### src/rtl/servo_pkg.sv
// Shared constants and types for the servo sweep controller and its frame timer.
package servo_pkg;

  localparam int DEF_FRAME_US  = 20000;
  localparam int DEF_MIN_US    = 1000;
  localparam int DEF_MAX_US    = 2000;
  localparam int DEF_CENTER_US = 1500;

  // Pulse widths and microsecond counts are carried as 16-bit unsigned values.
  typedef logic [15:0] pw_t;

  typedef enum logic {
    ST_IDLE   = 1'b0,
    ST_UPDATE = 1'b1
  } state_t;

endpackage

### src/rtl/servo_frame_timer.sv
// Frame timebase: divides CLK down to a 1 us tick, counts microseconds within a
// frame and strobes frame_tick for one cycle whenever the count wraps to zero.
module servo_frame_timer
  import servo_pkg::*;
#(
  parameter int CLK_F    = 50,
  parameter int FRAME_US = DEF_FRAME_US
) (
  input  logic CLK,
  input  logic RST_N,
  output pw_t  us_cnt,
  output logic frame_tick
);

  localparam int PW = (CLK_F > 1) ? $clog2(CLK_F) : 1;

  logic [PW-1:0] presc_q;

  // Prescaler, microsecond counter and frame boundary strobe.
  always_ff @(posedge CLK or negedge RST_N) begin
    if (!RST_N) begin
      presc_q    <= '0;
      us_cnt     <= '0;
      frame_tick <= 1'b0;
    end else begin
      frame_tick <= 1'b0;
      if (presc_q == PW'(CLK_F - 1)) begin
        presc_q <= '0;
        if (us_cnt == 16'(FRAME_US - 1)) begin
          us_cnt     <= '0;
          frame_tick <= 1'b1;
        end else begin
          us_cnt <= us_cnt + 16'd1;
        end
      end else begin
        presc_q <= presc_q + PW'(1);
      end
    end
  end

endmodule

### src/rtl/servo_sweep_ctrl.sv
// Multi-channel servo position scheduler. Commands set a clamped target and a
// per-frame slew limit per channel; once per frame a single shared slew ALU
// walks all channels, one per cycle, moving pulse_len toward its target.
module servo_sweep_ctrl
  import servo_pkg::*;
#(
  parameter int CLK_F     = 50,
  parameter int NUM_CH    = 4,
  parameter int FRAME_US  = DEF_FRAME_US,
  parameter int MIN_US    = DEF_MIN_US,
  parameter int MAX_US    = DEF_MAX_US,
  parameter int CENTER_US = DEF_CENTER_US,
  localparam int CW       = (NUM_CH > 1) ? $clog2(NUM_CH) : 1
) (
  input  logic                 CLK,
  input  logic                 RST_N,
  input  logic                 cmd_valid,
  output logic                 cmd_ready,
  input  logic [CW-1:0]        cmd_chan,
  input  logic [15:0]          cmd_target,
  input  logic [7:0]           cmd_step,
  output logic [16*NUM_CH-1:0] pulse_len,
  output logic [NUM_CH-1:0]    moving,
  output logic                 frame_tick
);

  // Saturate a requested pulse length into the legal servo range.
  function automatic pw_t clamp_us(input pw_t v);
    if (v < 16'(MIN_US))      return 16'(MIN_US);
    else if (v > 16'(MAX_US)) return 16'(MAX_US);
    else                      return v;
  endfunction

  // One slew step: move cur toward tgt by at most stp, landing exactly on tgt
  // when it is within reach. stp == 0 means no limit.
  function automatic pw_t slew(input pw_t cur, input pw_t tgt, input logic [7:0] stp);
    logic signed [16:0] d;
    logic        [16:0] mag;
    d   = $signed({1'b0, tgt}) - $signed({1'b0, cur});
    mag = d[16] ? $unsigned(-d) : $unsigned(d);
    if (stp == 8'd0 || mag <= {9'd0, stp}) return tgt;
    else if (d[16])                        return cur - {8'd0, stp};
    else                                   return cur + {8'd0, stp};
  endfunction

  pw_t           us_cnt;
  logic          sweep_start;
  state_t        state_q, state_d;
  logic [CW-1:0] idx_q;

  pw_t           target_q [NUM_CH];
  logic [7:0]    step_q   [NUM_CH];
  pw_t           pulse_q  [NUM_CH];
  logic [NUM_CH-1:0] moving_q;

  pw_t           tgt_clamped;
  pw_t           slew_next;
  logic          cmd_fire;
  logic          chan_ok;

  servo_frame_timer #(
    .CLK_F    (CLK_F),
    .FRAME_US (FRAME_US)
  ) u_timer (
    .CLK        (CLK),
    .RST_N      (RST_N),
    .us_cnt     (us_cnt),
    .frame_tick (frame_tick)
  );

  // The strobe coincides with the counter sitting at zero; qualify on both.
  assign sweep_start = frame_tick && (us_cnt == '0);

  assign cmd_ready   = (state_q == ST_IDLE);
  assign cmd_fire    = cmd_valid && cmd_ready;
  assign chan_ok     = (int'(cmd_chan) < NUM_CH);
  assign tgt_clamped = clamp_us(cmd_target);

  // Shared slew ALU, fed by whichever channel the sweep index points at.
  always_comb begin
    slew_next = slew(pulse_q[idx_q], target_q[idx_q], step_q[idx_q]);
  end

  // FSM state register and sweep channel index.
  always_ff @(posedge CLK or negedge RST_N) begin
    if (!RST_N) begin
      state_q <= ST_IDLE;
      idx_q   <= '0;
    end else begin
      state_q <= state_d;
      idx_q   <= (state_q == ST_UPDATE) ? idx_q + CW'(1) : '0;
    end
  end

  // Next-state: a frame boundary starts a sweep of exactly NUM_CH cycles.
  always_comb begin
    state_d = state_q;
    case (state_q)
      ST_IDLE:   if (sweep_start) state_d = ST_UPDATE;
      ST_UPDATE: if (idx_q == CW'(NUM_CH - 1)) state_d = ST_IDLE;
      default:   state_d = ST_IDLE;
    endcase
  end

  // Per-channel register file: command writes in IDLE, slew writes in UPDATE.
  always_ff @(posedge CLK or negedge RST_N) begin
    if (!RST_N) begin
      for (int ch = 0; ch < NUM_CH; ch++) begin
        target_q[ch] <= 16'(CENTER_US);
        step_q[ch]   <= 8'd0;
        pulse_q[ch]  <= 16'(CENTER_US);
      end
      moving_q <= '0;
    end else begin
      if (cmd_fire && chan_ok) begin
        target_q[cmd_chan] <= tgt_clamped;
        step_q[cmd_chan]   <= cmd_step;
        if (cmd_step == 8'd0) begin
          pulse_q[cmd_chan]  <= tgt_clamped;
          moving_q[cmd_chan] <= 1'b0;
        end else begin
          moving_q[cmd_chan] <= (pulse_q[cmd_chan] != tgt_clamped);
        end
      end
      if (state_q == ST_UPDATE) begin
        pulse_q[idx_q]  <= slew_next;
        moving_q[idx_q] <= (slew_next != target_q[idx_q]);
      end
    end
  end

  // Flatten the per-channel positions onto the output bus.
  always_comb begin
    pulse_len = '0;
    for (int ch = 0; ch < NUM_CH; ch++) begin
      pulse_len[16*ch +: 16] = pulse_q[ch];
    end
  end

  assign moving = moving_q;

endmodule
### config.mk
export PLATFORM = sky130hd
export DESIGN_NAME = servo_sweep_ctrl
export DESIGN_NICKNAME = d
export VERILOG_FILES = /design/src/rtl/servo_pkg.sv /design/src/rtl/servo_frame_timer.sv /design/src/rtl/servo_sweep_ctrl.sv
export SDC_FILE = /design/constraint.sdc
export NUM_CORES = 1
export LEC_CHECK = 0
export ABC_CLOCK_PERIOD_IN_PS = 8900
export CORE_ASPECT_RATIO = 0.6
export CORE_MARGIN = 8
export CORE_UTILIZATION = 35
export CTS_CLUSTER_SIZE = 25
export DETAILED_ROUTE_END_ITERATION = 8
export GPL_ROUTABILITY_DRIVEN = 0
export SETUP_SLACK_MARGIN = 0.1
export SLEW_MARGIN = 20
export SYNTH_ARGS = -nofsm -noshare
export SYNTH_HDL_FRONTEND = slang
export SYNTH_SLANG_ARGS = --single-unit
export TNS_END_PERCENT = 5
### constraint.sdc
create_clock -name CLK -period 8.9 [get_ports CLK]
set_input_delay 1.78 -clock CLK [delete_from_list [all_inputs] [get_ports CLK]]
set_output_delay 1.78 -clock CLK [all_outputs]
set_load 0.03 [all_outputs]
# Word-level counts from Yosys, hierarchy flattened
# Cells that the tools add are included.
# word_totals
regBits,190
inputBits,29
output_inout_bits,70
# op_classes
eq_ne,5
reduce_logical,10
n_mux,47
bitwise,5
addsub,7
order_cmp,11
# op_table
cell,count
16-bit 2-to-1 mux,13
64-bit bitwise mux,3
64-bit 2-to-1 mux,3
16-bit binary-select mux with 2-bit select,3
16-bit demux with 2-bit select,2
32-bit bitwise mux,1
16-bit inequality test,2
8-bit 2-to-1 mux,3
17-bit by 8-bit less-or-equal comparator with 1-bit output,1
17-bit 2-to-1 mux,1
17-bit negator,1
16-bit by 16-bit subtractor with 17-bit output,1
"16-bit by 1-bit adder with 16-bit output, second input constant",1
16-bit by 8-bit adder with 16-bit output,1
8-bit binary-select mux with 2-bit select,1
8-bit demux with 2-bit select,1
"16-bit by 15-bit equality test with 1-bit output, second input constant",1
"16-bit by 11-bit greater-than comparator with 1-bit output, second input constant",1
16-bit zero test,1
8-bit zero test,2
"16-bit by 10-bit less-than comparator with 1-bit output, second input constant",1
16-bit by 8-bit subtractor with 16-bit output,1
4-bit 2-to-1 mux,3
4-bit bitwise mux,2
19 further kinds,35

# Depth between registers and ports, before layout
# Gate-level depths: netlist (run 1).
# logic_depth
ltp_word,13
ltp_mapped,31

# By module
# From an unflattened synthesis (run 1), not the netlist that was laid out.
# hier_totals
cells_unflattened,1274
area_unflattened_um2,12131.6
# modules_own_cells
mod,cells_each,area_each_um2,instances
servo_sweep_ctrl,1166,11035.6,1
servo_frame_timer,108,1096.1,1

# Worst setup path before layout (run 1)
# No wires, ideal clock.
# synth_path
path_type,reg-to-reg
startpoint,reg idx_q[0]
endpoint,reg moving_q[0] (netlist: moving[0])
setup_slack_ns,1.752
n_path_buf,8
synth_period_minus_slack_ns,7.148
stages_incl_launch_ff,31
arrival_time_ns,7.066
cell_sequence,dfrtp_1 -> buf_2 -> buf_2 -> buf_1 -> buf_2 -> buf_1 -> mux4_2 -> inv_1 -> ha_1 -> buf_2 -> nand3_1 -> a32oi_1 -> a31oi_1 -> a21oi_1 -> nand2b_1 -> clkbuf_1 -> clkbuf_1 -> nand2_1 -> xnor2_1 -> ha_1 -> o21ai_0 -> a21oi_1 -> o21ai_0 -> a31oi_1 -> a21oi_1 -> o21bai_1 -> a21o_1 -> a21o_1 -> or2_2 -> a41o_1 -> o22ai_1
# synth_via
elab_chain_cells,13
# synth_rtl
element,line,source
"start, declared",servo_sweep_ctrl.sv:49,logic [CW-1:0] idx_q;
"start signal, assigned",servo_sweep_ctrl.sv:91,idx_q <= (state_q == ST_UPDATE) ? idx_q + CW'(1) : '0;
2-bit inverter with 3-bit output (implied by the code),"servo_sweep_ctrl.sv:81, servo_sweep_ctrl.sv:127",
16-bit binary-select mux with 2-bit select (on tied branches),"servo_sweep_ctrl.sv:81, servo_sweep_ctrl.sv:127",
16-bit 2-to-1 mux (on tied branches) (2 in a row),"servo_sweep_ctrl.sv:81, servo_sweep_ctrl.sv:127",
16-bit by 16-bit subtractor with 17-bit output,servo_sweep_ctrl.sv:39,"d = $signed({1'b0, tgt}) - $signed({1'b0, cur});"
17-bit negator,servo_sweep_ctrl.sv:40,mag = d[16] ? $unsigned(-d) : $unsigned(d);
17-bit 2-to-1 mux,servo_sweep_ctrl.sv:40,
17-bit by 8-bit less-or-equal comparator with 1-bit output,servo_sweep_ctrl.sv:41,"if (stp == 8'd0 || mag <= {9'd0, stp}) return tgt;"
1-bit logical OR,servo_sweep_ctrl.sv:41,
16-bit 2-to-1 mux,servo_sweep_ctrl.sv:41,
16-bit inequality test,servo_sweep_ctrl.sv:127,moving_q[idx_q] <= (slew_next != target_q[idx_q]);
4-bit bitwise mux *,servo_sweep_ctrl.sv:127,
4-bit 2-to-1 mux *,servo_sweep_ctrl.sv:125,if (state_q == ST_UPDATE) begin
"end signal, assigned by index",servo_sweep_ctrl.sv:122,moving_q[cmd_chan] <= (pulse_q[cmd_chan] != tgt_clamped);
"end signal, assigned by index",servo_sweep_ctrl.sv:127,
"end, declared",servo_sweep_ctrl.sv:54,logic [NUM_CH-1:0] moving_q;
# Every way passes the cells marked *; elsewhere a longest branch is shown, timed or not. The select of a mux whose other input is x is not followed.
# A chain may end at the register's enable or synchronous reset.

# Worst setup path after layout (run 1)
# layout_path
startpoint,reg idx_q[0]
endpoint,reg moving_q[2] (netlist: moving[2])
# Same word-level chain as after synthesis.

==> results of run 1 <==
==> cell usage in the layout, fill, tap and decap left out, types with 27 or more instances in the layout <==
| cell type | instances |
|---|---|
| sky130_fd_sc_hd__nor2_1 | 75 |
| sky130_fd_sc_hd__mux4_2 | 51 |
| sky130_fd_sc_hd__xor2_1 | 28 |
| sky130_fd_sc_hd__ha_1 | 50 |
| sky130_fd_sc_hd__xnor2_1 | 50 |
| sky130_fd_sc_hd__nand2_1 | 224 |
| sky130_fd_sc_hd__clkdlybuf4s50_1 | 97 |
| sky130_fd_sc_hd__and2_1 | 29 |
| sky130_fd_sc_hd__dfrtp_1 | 132 |
| sky130_fd_sc_hd__o21ai_1 | 27 |
| sky130_fd_sc_hd__a21oi_1 | 53 |
| sky130_fd_sc_hd__inv_1 | 45 |
| sky130_fd_sc_hd__dfstp_2 | 56 |
| sky130_fd_sc_hd__o21ai_0 | 93 |
==> cells in the mapped netlist, types with 3 or more instances <==
| library cell | count |
|---|---|
| sky130_fd_sc_hd__mux2_2 | 8 |
| sky130_fd_sc_hd__nor2_1 | 75 |
| sky130_fd_sc_hd__or4_1 | 7 |
| sky130_fd_sc_hd__a211oi_1 | 26 |
| sky130_fd_sc_hd__o21bai_1 | 4 |
| sky130_fd_sc_hd__a21oi_1 | 53 |
| sky130_fd_sc_hd__mux2i_1 | 20 |
| sky130_fd_sc_hd__or3_1 | 9 |
| sky130_fd_sc_hd__dfstp_2 | 56 |
| sky130_fd_sc_hd__a31oi_1 | 8 |
| sky130_fd_sc_hd__nand2b_1 | 9 |
| sky130_fd_sc_hd__o22ai_1 | 4 |
| sky130_fd_sc_hd__clkbuf_1 | 48 |
| sky130_fd_sc_hd__nor3_1 | 23 |
| sky130_fd_sc_hd__o21a_1 | 12 |
| sky130_fd_sc_hd__dfrtp_1 | 134 |
| sky130_fd_sc_hd__nor4_1 | 14 |
| sky130_fd_sc_hd__nand2_1 | 224 |
| sky130_fd_sc_hd__o21ai_0 | 93 |
| sky130_fd_sc_hd__mux4_2 | 51 |
| sky130_fd_sc_hd__xnor2_1 | 50 |
| sky130_fd_sc_hd__o211a_1 | 3 |
| sky130_fd_sc_hd__nand4_1 | 15 |
| sky130_fd_sc_hd__xor2_1 | 28 |
| sky130_fd_sc_hd__o21ai_1 | 27 |
| sky130_fd_sc_hd__o211ai_1 | 25 |
| sky130_fd_sc_hd__a21o_1 | 12 |
| sky130_fd_sc_hd__ha_1 | 50 |
| sky130_fd_sc_hd__nand3_1 | 19 |
| sky130_fd_sc_hd__and2_1 | 29 |
| sky130_fd_sc_hd__nor2b_1 | 8 |
| sky130_fd_sc_hd__buf_2 | 8 |
| sky130_fd_sc_hd__inv_1 | 45 |
| sky130_fd_sc_hd__or2_2 | 4 |
| sky130_fd_sc_hd__buf_1 | 6 |
| sky130_fd_sc_hd__and3_1 | 6 |
==> worst paths after layout <==
| check | slack (ps) | endpoint | depth (start not counted) | from |
|---|---|---|---|---|
| worst max-delay path | 1380 | moving[2] | 23 | idx_q[0] |
| worst min-delay path | 470 | step_q[19] | 2 | step_q[19] |
| worst max register to register | 1380 | moving[2] | 23 | idx_q[0] |
| worst min register to register | 470 | step_q[19] | 2 | step_q[19] |
| max in group asynchronous | 6210 | step_q[16] | 2 | RST_N |
| min in group asynchronous | 1320 | target_q[41] | 1 | RST_N |
==> report_power, final <==
part           switching, mW  internal, mW  total, mW
registers             0.0295         0.925      0.954
clock network          0.365         0.426      0.791
logic                  0.271         0.177      0.448
total                  0.665          1.53       2.19
==> per-layer routing <==
metal / vias to the layer above / share of wire / track usage
met5: - / 0 / 0
met4: 0 / 0.019 / 0.05937
met3: 53 / 0.085 / 0.04516
met2: 451 / 0.43 / 0.2745
met1: 5026 / 0.47 / 0.2818
li1: 4652 / - / -
==> through the flow <==
step	worst slack, ps	hold slack (ps)	util	instance area [um^2]	power [mW]
2_1_floorplan	1752	440.3	-	11920	1.262
3_3_place_gp	1720	453.7	0.3983	13400	1.402
3_5_place_dp	1493	462.5	0.3983	13400	1.408
4_1_cts	1451	480.7	0.4160	13990	2.206
5_1_grt	712.5	493.0	0.4160	13990	2.301
6_report	1379	474.2	0.4160	13990	2.193
==> state kept, by name, summed over array words and instances (netlist names) <==
name	count
step_q	32
moving	4
target_q	64
state_q	1
u_timer.frame_tick	1
u_timer.us_cnt	16
u_timer.presc_q	6
idx_q	2
pulse_len	64
==> critical path, delay by kind of cell (launching register included) <==
family	cells	cell delay [ps]
AOI/OAI and AO/OA	11	2820
and+or+nand+nor	5	1610
adders and majority gates	2	690
buffers and inverters	2	510
xor gates and xnor gates	2	350
muxes	1	600
DFF	1	770
==> cells by family (layout without fill, tap and decap cells) <==
| kind of cell | after synthesis | count (layout) | share of synthesized area |
|---|---|---|---|
| AND/OR/NAND/NOR | 452 | 452 | 0.1725 |
| AO/OA/AOI/OAI | 294 | 294 | 0.1534 |
| multiplexers | 79 | 79 | 0.1207 |
| buffers and inverters | 108 | 198 | 0.03548 |
| XOR/XNOR | 78 | 78 | 0.05732 |
| adder cells (fa/ha/maj) | 52 | 52 | 0.05585 |
| flip-flops | 190 | 190 | 0.4048 |
==> layout make-up <==
class                   count  share of cell area
clock inverters            14             0.01118
clock buffers              18             0.03138
multi-input cells         955              0.4767
flip-flops and latches    190              0.3449
repair buffers            121             0.08270
well taps                 459             0.04104
inverters                  45             0.01207
==> implementation parameters, run 1 <==
Parameter                              Value

Clock network
  Count of buffers added by post-CTS timing repair for setup    0
  TritonCTS clock tree    done
  Worst-case clock buffer depth    2
  Worst-skew pair later-pin latency    460 ps
  CTS Sinks    190
  Clock edge transition at the registers on the reported setup and hold paths    80 ps
  Number of hold buffers added after CTS    0
  Clock buffer count from CTS    17
  Clock tree root buffer cell    sky130_fd_sc_hd__clkbuf_16
  H-tree levels    4
  Cells resized by post-CTS repair    0

Cells and area
  Combined area of the multi-input logic cells    6671 um^2
  Final instance count without filler cells    1802
  Final antenna diode count    0
  Number of fill cells in the layout    3301
  Fraction of final layout cells with drive strength greater than 1    0.1348
  Area taken by flip-flops and latches    4827 um^2
  P&R area growth vs syn    17.42%
  Final nets    1411

Logic synthesis
  Syn Nets    1334
  Instance count of the mapped netlist    1253
  Flip-flop cell with the highest count after synthesis    sky130_fd_sc_hd__dfrtp_1
  Library cell with the largest summed area after synthesis    sky130_fd_sc_hd__dfrtp_1
  Register bit total from synthesis    190
  Cell variety after synth    68
  Area fraction of the dominant cell type after synthesis    0.2813
  Number of warnings printed during yosys synthesis    0
  Asr flop ratio synth    1.000
  Top cells by area, synth    sky130_fd_sc_hd__dfrtp_1, sky130_fd_sc_hd__dfstp_2, sky130_fd_sc_hd__mux4_2, sky130_fd_sc_hd__nand2_1, sky130_fd_sc_hd__ha_1
  Sequential area share after synthesis    0.4048
  Number of flops mapped to enable cells by yosys    0
  Mean instance size in the synthesized netlist    9.512 um^2
  Mapped Area    11920 um^2

Setup path
  Largest incremental delay on the critical path    770 ps
  Critical path, cell by cell    buf_4, mux4_2, ha_1, nand3_1, a21oi_1, o2111ai_1, a21oi_1, nand2b_1, nor2_1, a21o_1, inv_1, ha_1, nor2b_1, o31a_1, o21ai_0, a31oi_1, a21oi_1, o21bai_1, xor2_1, xor2_1, nor4_1, a41o_1, o22ai_1
  Endpoint arrival time on the critical path    7840 ps
  CP max stage cell    sky130_fd_sc_hd__dfrtp_2
  Most Frequent Cell on Critical Path    sky130_fd_sc_hd__a21oi_1
  Crit. End Element    flip-flop
  Crit start category    flip-flop
  Crit Path Category    flip-flop to flip-flop
  Data required time at the worst endpoint    9220 ps
  Maximum fanout encountered on the critical timing path    24

Timing
  Least-Margin Pin Slew    1038 ps
  RSZ-0062 raised after global routing    false
  Max Slew Vio Count    0
  Top achievable clock speed    0.1330 GHz
  Setup_tns    0 ps
  Crit share post-route    0.8451
  Clock skew    16.05 ps
  Total setup violations reported at the end of the flow    0
  Final-report hold violation count    0
  Worst max-slew margin expressed relative to the limit    0.3061
  Min Clock Period, post-route    7521 ps

Routing
  Average wire per standard cell    21.37 um
  Routed via count divided by cell count    5.650
  Number of DRC violations after detailed-routing iteration 0    1011
  Routed WL    38.51 mm
  Number of vias in the routed layout    10180
  Count of unresolved DRC violations after routing    0
  Number of nets with antenna violations after detailed routing    0
  Number of iterations in the first detailed-routing pass    5

Floorplanning
  Starting utilization of the core area    0.3543
  Number of rows created at floorplan    52
  Overall die area    40410 um^2
  Chip height    158.9 um
  Area inside the core boundary    33640 um^2
  Num ports    99
  Die Wd    254.2 um

Placed design
  Number of cells in the design after placement    1770
  HPWL Detailed    28.68 mm
  Port-buffer cells    98

Global routing
  Largest net degree at the start of global routing    72
  Vias in the first global route    9767
  GRT Total Usage    0.1918
  Antenna violations before repair    1
  Global route overflow    0
  First-pass GRT wire length    60.22 mm

Power and ir drop
  IR Drop Worst-Case VDD    0.0001372 V
  Power per Cell Area    156.7 nW/um^2
  Leakage power summed over all cells    5.731 nW

Hold path
  Path class of the lowest-slack min-delay path    flip-flop to flip-flop

Flow run
  Total of max-cap violations    0

Status
  Result of the run    completed
(Power assumes the default switching activity.)
==> inputs of run 2 (changes only) <==
--- a/config.mk
+++ b/config.mk
@@ -5,7 +5,7 @@
 export SDC_FILE = /design/constraint.sdc
 export NUM_CORES = 1
 export LEC_CHECK = 0
-export ABC_CLOCK_PERIOD_IN_PS = 8900
+export ABC_CLOCK_PERIOD_IN_PS = 7100
 export CORE_ASPECT_RATIO = 0.6
 export CORE_MARGIN = 8
 export CORE_UTILIZATION = 35
==> constraint.sdc (replaced) <==
create_clock -name CLK -period 7.1 [get_ports CLK]
set_input_delay 1.42 -clock CLK [delete_from_list [all_inputs] [get_ports CLK]]
set_output_delay 1.42 -clock CLK [all_outputs]
set_load 0.03 [all_outputs]
==> run 2 against run 1 <==
  * Die area unchanged
  * Clock-buffer cell count is 2 higher
  * Routed wire length is 1.1% lower
  * Critical endpoint unchanged
  * Via count fell by 1.2%
  * Worst setup slack lost 850 ps
  * Sequential share of layout area hardly changed
  * Power is 25% higher
  * First-iteration DRC count down 1.6%
  * Cell area about the same
  * Cell count did not move
==> implementation parameters, run 2 (synthesized netlist as in run 1, its figures left out) <==
Parameter                              Value

Status
  Result of the run    completed (unchanged)

Cells and area
  Number of fill cells in the layout    3244 (was 3301)
  Commonest non-fill, non-tap cell in the layout    sky130_fd_sc_hd__nand2_1 (unchanged)
  P&R area growth vs syn    17.47% (was 17.42%)
  Final instance count without filler cells    1802 (unchanged)
  Final nets    1411 (unchanged)
  Commonest cells after routing, fill and taps aside    sky130_fd_sc_hd__nand2_1, sky130_fd_sc_hd__dfrtp_1, sky130_fd_sc_hd__clkdlybuf4s50_1 (unchanged)
  Fraction of final layout cells with drive strength greater than 1    0.1340 (was 0.1348)
  Final antenna diode count    0 (unchanged)

Timing
  Min Clock Period, post-route    6575 ps (was 7521 ps)
  Final-report hold violation count    0 (unchanged)
  Setup_tns    0 ps (unchanged)
  Clock skew    13.84 ps (was 16.05 ps)
  Top achievable clock speed    0.1521 GHz (was 0.1330 GHz)
  Final Hold Slack    471.9 ps (was 474.2 ps)
  Max Slew Vio Count    0 (unchanged)
  Least-Margin Pin Slew    1071 ps (was 1038 ps)
  RSZ-0062 raised after global routing    false (unchanged)
  Worst max-slew margin expressed relative to the limit    0.2862 (was 0.3061)
  Total setup violations reported at the end of the flow    0 (unchanged)
  Crit share post-route    0.9260 (was 0.8451)
  Crit path setup slack, layout    525.1 ps (was 1379 ps)

Routing
  Number of iterations in the first detailed-routing pass    6 (was 5)
  Number of DRC violations after detailed-routing iteration 0    995 (was 1011)
  Average wire per standard cell    21.15 um (was 21.37 um)
  Number of vias in the routed layout    10060 (was 10180)
  Number of nets with antenna violations after detailed routing    0 (unchanged)
  Count of unresolved DRC violations after routing    0 (unchanged)
  Routed via count divided by cell count    5.584 (was 5.650)
  Routed WL    38.10 mm (was 38.51 mm)

Global routing
  First-pass GRT wire length    59.10 mm (was 60.22 mm)
  Largest net degree at the start of global routing    94 (was 72)
  Vias in the first global route    9627 (was 9767)
  GRT Total Usage    0.1885 (was 0.1918)
  Antenna violations before repair    1 (unchanged)
  Global route overflow    0 (unchanged)

Clock network
  Number of hold buffers added after CTS    0 (unchanged)
  TritonCTS clock tree    done (unchanged)
  Worst-skew pair later-pin latency    460 ps (about the same)
  Worst-case clock buffer depth    2 (unchanged)
  H-tree levels    4 (unchanged)
  CTS Sinks    190 (unchanged)
  Clock edge transition at the registers on the reported setup and hold paths    70 ps (was 80 ps)
  Clock tree root buffer cell    sky130_fd_sc_hd__clkbuf_16 (unchanged)
  Clock buffer count from CTS    17 (unchanged)

Hold path
  Path class of the lowest-slack min-delay path    flip-flop to flip-flop (unchanged)

Power and ir drop
  Leakage power summed over all cells    5.731 nW (about the same)
  Power per Cell Area    195.5 nW/um^2 (was 156.7 nW/um^2)
  Overall power    2.737 mW (was 2.193 mW)
  IR Drop Worst-Case VDD    0.0001598 V (was 0.0001372 V)

Setup path
  Critical path, cell by cell    buf_4, mux4_2, ha_1, nand3_1, a21oi_1, o2111ai_1, a21oi_1, nand2b_1, buf_4, a21oi_1, ha_1, o21ai_0, a22o_1, a31oi_1, xor2_1, xor2_1, nor4_1, nand4_1, nor4_1, a41o_1, o22ai_1 (was buf_4, mux4_2, ha_1, nand3_1, a21oi_1, o2111ai_1, a21oi_1, nand2b_1, nor2_1, a21o_1, inv_1, ha_1, nor2b_1, o31a_1, o21ai_0, a31oi_1, a21oi_1, o21bai_1, xor2_1, xor2_1, nor4_1, a41o_1, o22ai_1)
  Crit. End Element    flip-flop (unchanged)
  Largest incremental delay on the critical path    630 ps (was 770 ps)
  Crit Path Category    flip-flop to flip-flop (unchanged)
  Cell family with the largest share of critical-path delay    compound AO/OA/AOI/OAI gates (unchanged)
  Crit start category    flip-flop (unchanged)
  Maximum fanout encountered on the critical timing path    15 (was 24)
  Endpoint arrival time on the critical path    6910 ps (was 7840 ps)
  CP max stage cell    sky130_fd_sc_hd__dfrtp_2 (unchanged)
  Data required time at the worst endpoint    7430 ps (was 9220 ps)
  Most Frequent Cell on Critical Path    sky130_fd_sc_hd__a21oi_1 (unchanged)
  Buffers & Inverters on Critical Path    2 (unchanged)

Floorplanning
  Chip height    158.9 um (unchanged)
  Starting utilization of the core area    0.3543 (unchanged)
  Num ports    99 (unchanged)
  Die Wd    254.2 um (unchanged)
  Number of rows created at floorplan    52 (unchanged)
  Overall die area    40410 um^2 (unchanged)
  Area inside the core boundary    33640 um^2 (unchanged)

Placed design
  Number of cells in the design after placement    1770 (unchanged)
  Port-buffer cells    98 (unchanged)
  HPWL Detailed    28.44 mm (was 28.68 mm)
  Post-placement setup slack    529.4 ps (was 1493 ps)

Flow run
  Total of max-cap violations    0 (unchanged)
-- run 2: cell types whose count changed in the layout (fill, tap and decap cells not counted), sizes merged --
cell,change
clkinvlp,-1
inv,+1
clkinv,-2
clkbuf,+2
-- run 2: path summary, 6_finish.rpt --
kind | from | endpoint | slack, ps | depth (start not counted)
max reg2reg | idx_q[0] | moving[2] | 530 | 21
min | u_timer.us_cnt[15] | u_timer.us_cnt[15] | 470 | 1
min in group asynchronous | RST_N | pulse_len[11] | 1030 | 1
max | idx_q[0] | moving[2] | 530 | 21
max in group asynchronous | RST_N | pulse_len[60] | 4650 | 2
min reg2reg | u_timer.us_cnt[15] | u_timer.us_cnt[15] | 470 | 1
-- run 2: timing repair --
action | in CTS | in global routing
setup buffers | 0 | 0
gates resized for setup | 0 | 3
endpoints found under the setup margin | 0 | 4
-- run 2: final cells by class --
type	count	area, um^2	share of cell area
Tap cell	459	574.3	0.04102
Clock inverter	12	135.1	0.009652
Timing Repair Buffer	121	1174	0.08383
Clock buffer	20	446.7	0.03190
Inverter	45	168.9	0.01206
Sequential cell	190	4827	0.3448
Multi-Input combinational cell	955	6675	0.4768
-- run 2: report_power, final --
group | internal (mW) | switching (mW)
Sequential | 1.16 | 0.0374
Clock | 0.532 | 0.446
Combinational | 0.222 | 0.341
Total | 1.91 | 0.824
-- run 2: metrics by stage --
step,instance area [um^2],util
2_1_floorplan,11920,-
3_3_place_gp,13410,0.3987
3_5_place_dp,13410,0.3987
4_1_cts,13990,0.4160
5_1_grt,14000,0.4162
6_report,14000,0.4162
-- run 2: metal layers --
layer,wire [um],global-route usage
met5,11,0
met4,724,0.04848
met3,3960,0.06537
met2,15400,0.2558
met1,18010,0.2797
